## config.mk

```make
export PLATFORM = sky130hd
export DESIGN_NAME = chacha_keystream_xor
export DESIGN_NICKNAME = d
export VERILOG_FILES = /design/src/rtl/chacha_pkg.sv /design/src/rtl/chacha_keystream_xor.sv
export SDC_FILE = /design/constraint.sdc
export NUM_CORES = 1
export LEC_CHECK = 0
export CAP_MARGIN = 0
export CELL_PAD_IN_SITES_DETAIL_PLACEMENT = 0
export CELL_PAD_IN_SITES_GLOBAL_PLACEMENT = 1
export CORE_ASPECT_RATIO = 1.5
export CORE_MARGIN = 2
export CORE_UTILIZATION = 25
export CTS_BUF_LIST = sky130_fd_sc_hd__clkbuf_8
export DETAILED_ROUTE_END_ITERATION = 10
export MAX_ROUTING_LAYER = met4
export PLACE_DENSITY = 0.73
export SLEW_MARGIN = 40
export SYNTH_ARGS = -nofsm -noshare
export SYNTH_HDL_FRONTEND = slang
export SYNTH_SLANG_ARGS = --single-unit
```

## constraint.sdc

```tcl
create_clock -name clk -period 3.55 [get_ports clk]
set_input_delay 0.5325 -clock clk [delete_from_list [all_inputs] [get_ports clk]]
set_output_delay 0.5325 -clock clk [all_outputs]
set_load 0.01 [all_outputs]
```

## src/rtl/chacha_pkg.sv

```systemverilog
// Shared definitions for the ChaCha keystream consumer and the quarter holders:
// controller state encoding, block size and the byte-address field layout.
package chacha_pkg;

  localparam int BLOCK_BYTES = 64;
  localparam int ADDR_W      = 6;

  // Controller state encoding.
  localparam logic [1:0] ST_WAIT_BLK = 2'd0;
  localparam logic [1:0] ST_STREAM   = 2'd1;
  localparam logic [1:0] ST_RELEASE  = 2'd2;

  // Byte address layout: [5:4] row, [3:2] column, [1:0] byte within the word.
  localparam int ROW_MSB  = 5;
  localparam int ROW_LSB  = 4;
  localparam int COL_MSB  = 3;
  localparam int COL_LSB  = 2;
  localparam int BYTE_MSB = 1;
  localparam int BYTE_LSB = 0;

  function automatic logic [1:0] addr_row(input logic [ADDR_W-1:0] addr);
    return addr[ROW_MSB:ROW_LSB];
  endfunction

  function automatic logic [1:0] addr_col(input logic [ADDR_W-1:0] addr);
    return addr[COL_MSB:COL_LSB];
  endfunction

  function automatic logic [1:0] addr_byte(input logic [ADDR_W-1:0] addr);
    return addr[BYTE_MSB:BYTE_LSB];
  endfunction

endpackage

```

## src/rtl/chacha_keystream_xor.sv

```systemverilog
// Walks the 64 keystream bytes of a held ChaCha block, XORs them onto a
// plaintext byte stream and hands the block back to the core when it is used
// up or the message ends.
//
// Handshake: a byte moves on an interface exactly on a clock edge where both
// its valid and ready are high. in_ready never depends on in_valid;
// out_valid/out_data/out_last hold steady while out_valid && !out_ready.
module chacha_keystream_xor
  import chacha_pkg::ADDR_W;
  import chacha_pkg::ST_WAIT_BLK;
  import chacha_pkg::ST_STREAM;
  import chacha_pkg::ST_RELEASE;
#(
  parameter int BLOCK_BYTES = 64
) (
  input  logic              clk,
  input  logic              rst_n,
  input  logic              blk_valid,
  output logic              blk_done,
  output logic [ADDR_W-1:0] ks_addr,
  input  logic [7:0]        ks_data,
  input  logic              in_valid,
  output logic              in_ready,
  input  logic [7:0]        in_data,
  input  logic              in_last,
  output logic              out_valid,
  input  logic              out_ready,
  output logic [7:0]        out_data,
  output logic              out_last,
  output logic [1:0]        state_dbg
);

  localparam logic [ADDR_W-1:0] LAST_ADDR = ADDR_W'(BLOCK_BYTES - 1);

  logic [1:0] state;
  logic [1:0] state_nxt;
  logic       accept;
  logic       end_of_block;

  // Plaintext is only taken while streaming and when the output slot is free
  // or being drained this cycle.
  assign in_ready     = (state == ST_STREAM) && (!out_valid || out_ready);
  assign accept       = in_valid && in_ready;
  assign end_of_block = (ks_addr == LAST_ADDR) || in_last;

  // Decoded from registered state only, so the pulse is glitch-free.
  assign blk_done  = (state == ST_RELEASE);
  assign state_dbg = state;

  // Next-state logic: wait for a block, stream it, release it for one cycle.
  always_comb begin
    state_nxt = state;
    case (state)
      ST_WAIT_BLK: if (blk_valid) state_nxt = ST_STREAM;
      ST_STREAM:   if (accept && end_of_block) state_nxt = ST_RELEASE;
      ST_RELEASE:  state_nxt = ST_WAIT_BLK;
      default:     state_nxt = ST_WAIT_BLK;
    endcase
  end

  // State register.
  always_ff @(posedge clk) begin
    if (!rst_n) begin
      state <= ST_WAIT_BLK;
    end else begin
      state <= state_nxt;
    end
  end

  // Keystream byte address: advances per accepted byte, rewinds on release so
  // every message starts at byte 0 of a fresh block.
  always_ff @(posedge clk) begin
    if (!rst_n) begin
      ks_addr <= '0;
    end else if (state == ST_RELEASE) begin
      ks_addr <= '0;
    end else if (accept) begin
      ks_addr <= ks_addr + ADDR_W'(1);
    end
  end

  // Output register: loads on accept, empties on drain, holds while stalled.
  always_ff @(posedge clk) begin
    if (!rst_n) begin
      out_valid <= 1'b0;
      out_data  <= 8'h00;
      out_last  <= 1'b0;
    end else if (accept) begin
      out_valid <= 1'b1;
      out_data  <= in_data ^ ks_data;
      out_last  <= in_last;
    end else if (out_ready) begin
      out_valid <= 1'b0;
    end
  end

endmodule

```

==> results by group <==
Clock network
  • Clock root cell: clkbuf_8
  • CTS Buf Count: 3
  • Clk_lat worst skew: approximately 250 ps
  • Clock slew at reported path FFs: around 70 ps
  • Clock Sinks: 18
  • Cts hold-fix bufs: 0
  • Htree depth: 1
  • TritonCTS clock tree: yes
  • Post-CTS sizing: 0
  • Maximum root-to-sink buffer count: 2
  • Post-CTS Setup Inserts: 0

Timing
  • Slew @ Worst Pin: 592 ps
  • Endpoints failing hold: 0
  • Fin crit period: between 2000 and 3000 ps
  • Clock Skew: around 3.7 ps
  • Slew margin rel.: about three fifths
  • WHS: about 480 ps
  • Setup violators final: 0
  • Final Cycle Share: about 73%
  • Slew Limit Fails: 0
  • Setup TNS: 0 ps
  • Fmax: between 300 and 400 MHz
  • RSZ-0062 raised after global routing: no
  • Setup ws final: between 900 and 1000 ps

Synth
  • Register area share after synthesis: about 40%
  • Post-Syn Area per Cell: 9.27 um^2
  • Post-synthesis cell type count: 32
  • Cell area after synthesis: ~900 um^2
  • Cells after Synth: 97
  • Yosys reg bits: 18
  • Synth warn: 0
  • Syn Nets: 120

Route
  • Final Routed Wirelength: approximately 2400 um
  • Antenna-violating nets left: 0
  • Met3 wire length: between 150 and 200 um
  • Initial DRC Count: 24
  • Vias per cell: between 5 and 6
  • Vias: 893
  • Highest Signal Layer: met3
  • DR WL/cell: 13.4 um
  • Detailed Routing Iterations Pass 1: 3
  • Drc violations: 0
  • WL met1: between 900 and 1000 um
  • Met2 routed WL: 1270 um

Setup path
  • Critical Path End: in_ready
  • Reg2reg end: ks_addr[3]
  • Crit. End Element: output pin
  • Critical Path RT: between 3000 and 4000 ps
  • Slowest-stage cell, CP: nor2b_2
  • Crit path depth: 4
  • Worst path bufs/invs: 2
  • CP most frequent cell: clkdlybuf4s50_1
  • CP startpoint: out_ready
  • CP peak stage delay: 500 ps
  • CP cell instances: clkdlybuf4s50_1 > nor2b_2 > nor2_1 > clkdlybuf4s50_1
  • Kind of critical path: input port to output pin
  • Worst R2R Start: state_dbg[1]
  • R2r worst-path depth: 3
  • Reg2reg setup slack: roughly 2100 ps
  • CP delay by family, top: buffers and inverters
  • Worst path arrival time: ~2100 ps
  • Startpoint Class: input port
  • Critical-path maximum fanout: 15

Die
  • Die area: a little over 4000 um^2
  • Die height: approximately 77 um
  • Placeable core area: 3420 um^2
  • # IOs: 42
  • Row cnt: 26
  • Width of the die: about 53 um
  • Initial core utilization: roughly a quarter

Global routing
  • First-pass GRT wire length: roughly 3900 um
  • Gr usage total: 12.6%
  • Vias in the first global route: 870
  • Total gr overflow: 0
  • Pin count of the biggest net entering global routing: 16
  • Initial antenna violation count: 0

Min path
  • Hold path depth: 2
  • Hold Path Origin: out_last
  • Tightest Hold Check Type: flop to flop

Status
  • Status: completed

Finish
  • Finished Layout Cells: between 150 and 200
  • ANT cells: 0
  • Layout cell share with drive strength beyond 1: under 10%
  • Post-Layout Inst Area: roughly 1400 um^2
  • Layout fillers: 349
  • NumNets Final: 160
  • Util after Layout: about two fifths
  • Layout Area Growth over Synthesis: 54.2%

Placement
  • Placed instance area: 1330 um^2
  • Setup WS pre-CTS: about 940 ps
  • DP Wirelength: ~1800 um
  • Number of buffer cells added on primary ports: 41
  • Placed insts: 174
  • Routability cong.: around 0.73

Power and ir drop
  • Power Total: about 0.50 mW
  • Static Leakage: approximately 0.46 nW
  • PD cells: between 300 and 400 nW/um^2
  • Worst VDD drop: 0.214 mV

Flow run
  • Max Cap Viol: 0
area by class of cell:
type	count	area, um^2	area share [%]
clock buffers	4	55.1	3.97
well taps	42	52.6	3.79
flip-flops and latches	18	360	26.0
multi-input cells	70	498	35.9
repair buffers	41	410	29.6
inverters	3	11.3	0.812
where the power goes:
part / switching [mW] / total (mW) / internal (mW)
Clock: 0.0732 / 0.172 / 0.0986
Sequential: 0.00737 / 0.219 / 0.212
Combinational: 0.0481 / 0.108 / 0.0596
sequential cells by signal, indices dropped and copies added (netlist names):
name       count
out_valid      1
out_last       1
ks_addr        6
out_data       8
state_dbg      2
logic make-up after synthesis:
group | share of synthesized area (%)
compound gates | 23.9
simple gates | 20.0
flops | 40.1
buf+inv | 4.59
xor+xnor | 7.79
mux | 2.23
fa+ha+maj | 1.39
how the worst min path moves through the flow:
stage	slack [ps]	end
2_1_floorplan	490	out_last
3_3_place_gp	460	out_last
3_5_place_dp	470	out_last
4_1_cts	480	out_last
5_1_grt	510	out_last
6_report	480	out_last
layout by cell type, fill, tap and decap left out, drive strengths merged:
master / instances
clkinv: 1
ha: 1
and2b: 1
inv: 2
xnor2: 8
o21ai: 1
nor3: 2
mux2i: 2
nand2: 5
o21a: 1
a211oi: 8
nand3b: 2
o211a: 1
or4: 3
nor2: 2
nand2b: 3
nand3: 2
clkdlybuf4s50: 41
dfxtp: 18
a221oi: 1
clkbuf: 4
a21oi: 6
nor2b: 1
nor4: 2
nand4: 5
o31ai: 5
a31oi: 8
cell usage after synthesis (all sizes together):
cell | n | area (um^2)
nor2b | 1 | 8.76
a21oi | 6 | 30.0
clkbuf | 1 | 3.75
and2b | 1 | 7.51
nand4 | 5 | 31.3
nor3 | 2 | 21.3
clkinv | 1 | 3.75
o21a | 1 | 7.51
nor4 | 2 | 18.8
nand2 | 5 | 18.8
mux2i | 2 | 20.0
ha | 1 | 12.5
nor2 | 2 | 7.51
o211a | 1 | 10.0
nand2b | 3 | 18.8
a31oi | 8 | 50.1
or4 | 3 | 22.5
a221oi | 1 | 15.0
inv | 2 | 7.50
nand3b | 2 | 15.0
dfxtp | 18 | 360
nand3 | 2 | 10.0
o21ai | 1 | 5.00
o31ai | 5 | 37.5
xnor2 | 8 | 70.1
buf | 5 | 26.3
a211oi | 8 | 60.1
per-layer routing:
metal / GRT usage, % / vias up
met4: 2.31 / 0
li1: - / 447
met3: 2.31 / 0
met1: 13.7 / 413
met5: - / -
met2: 23.1 / 33
worst reg2reg max path: stages (launching register included):
cell,delay [ps]
dfxtp_1,340
nand2b_1,370
or4_1,560
a21oi_1,140
Power figures use the tool's default switching activity.
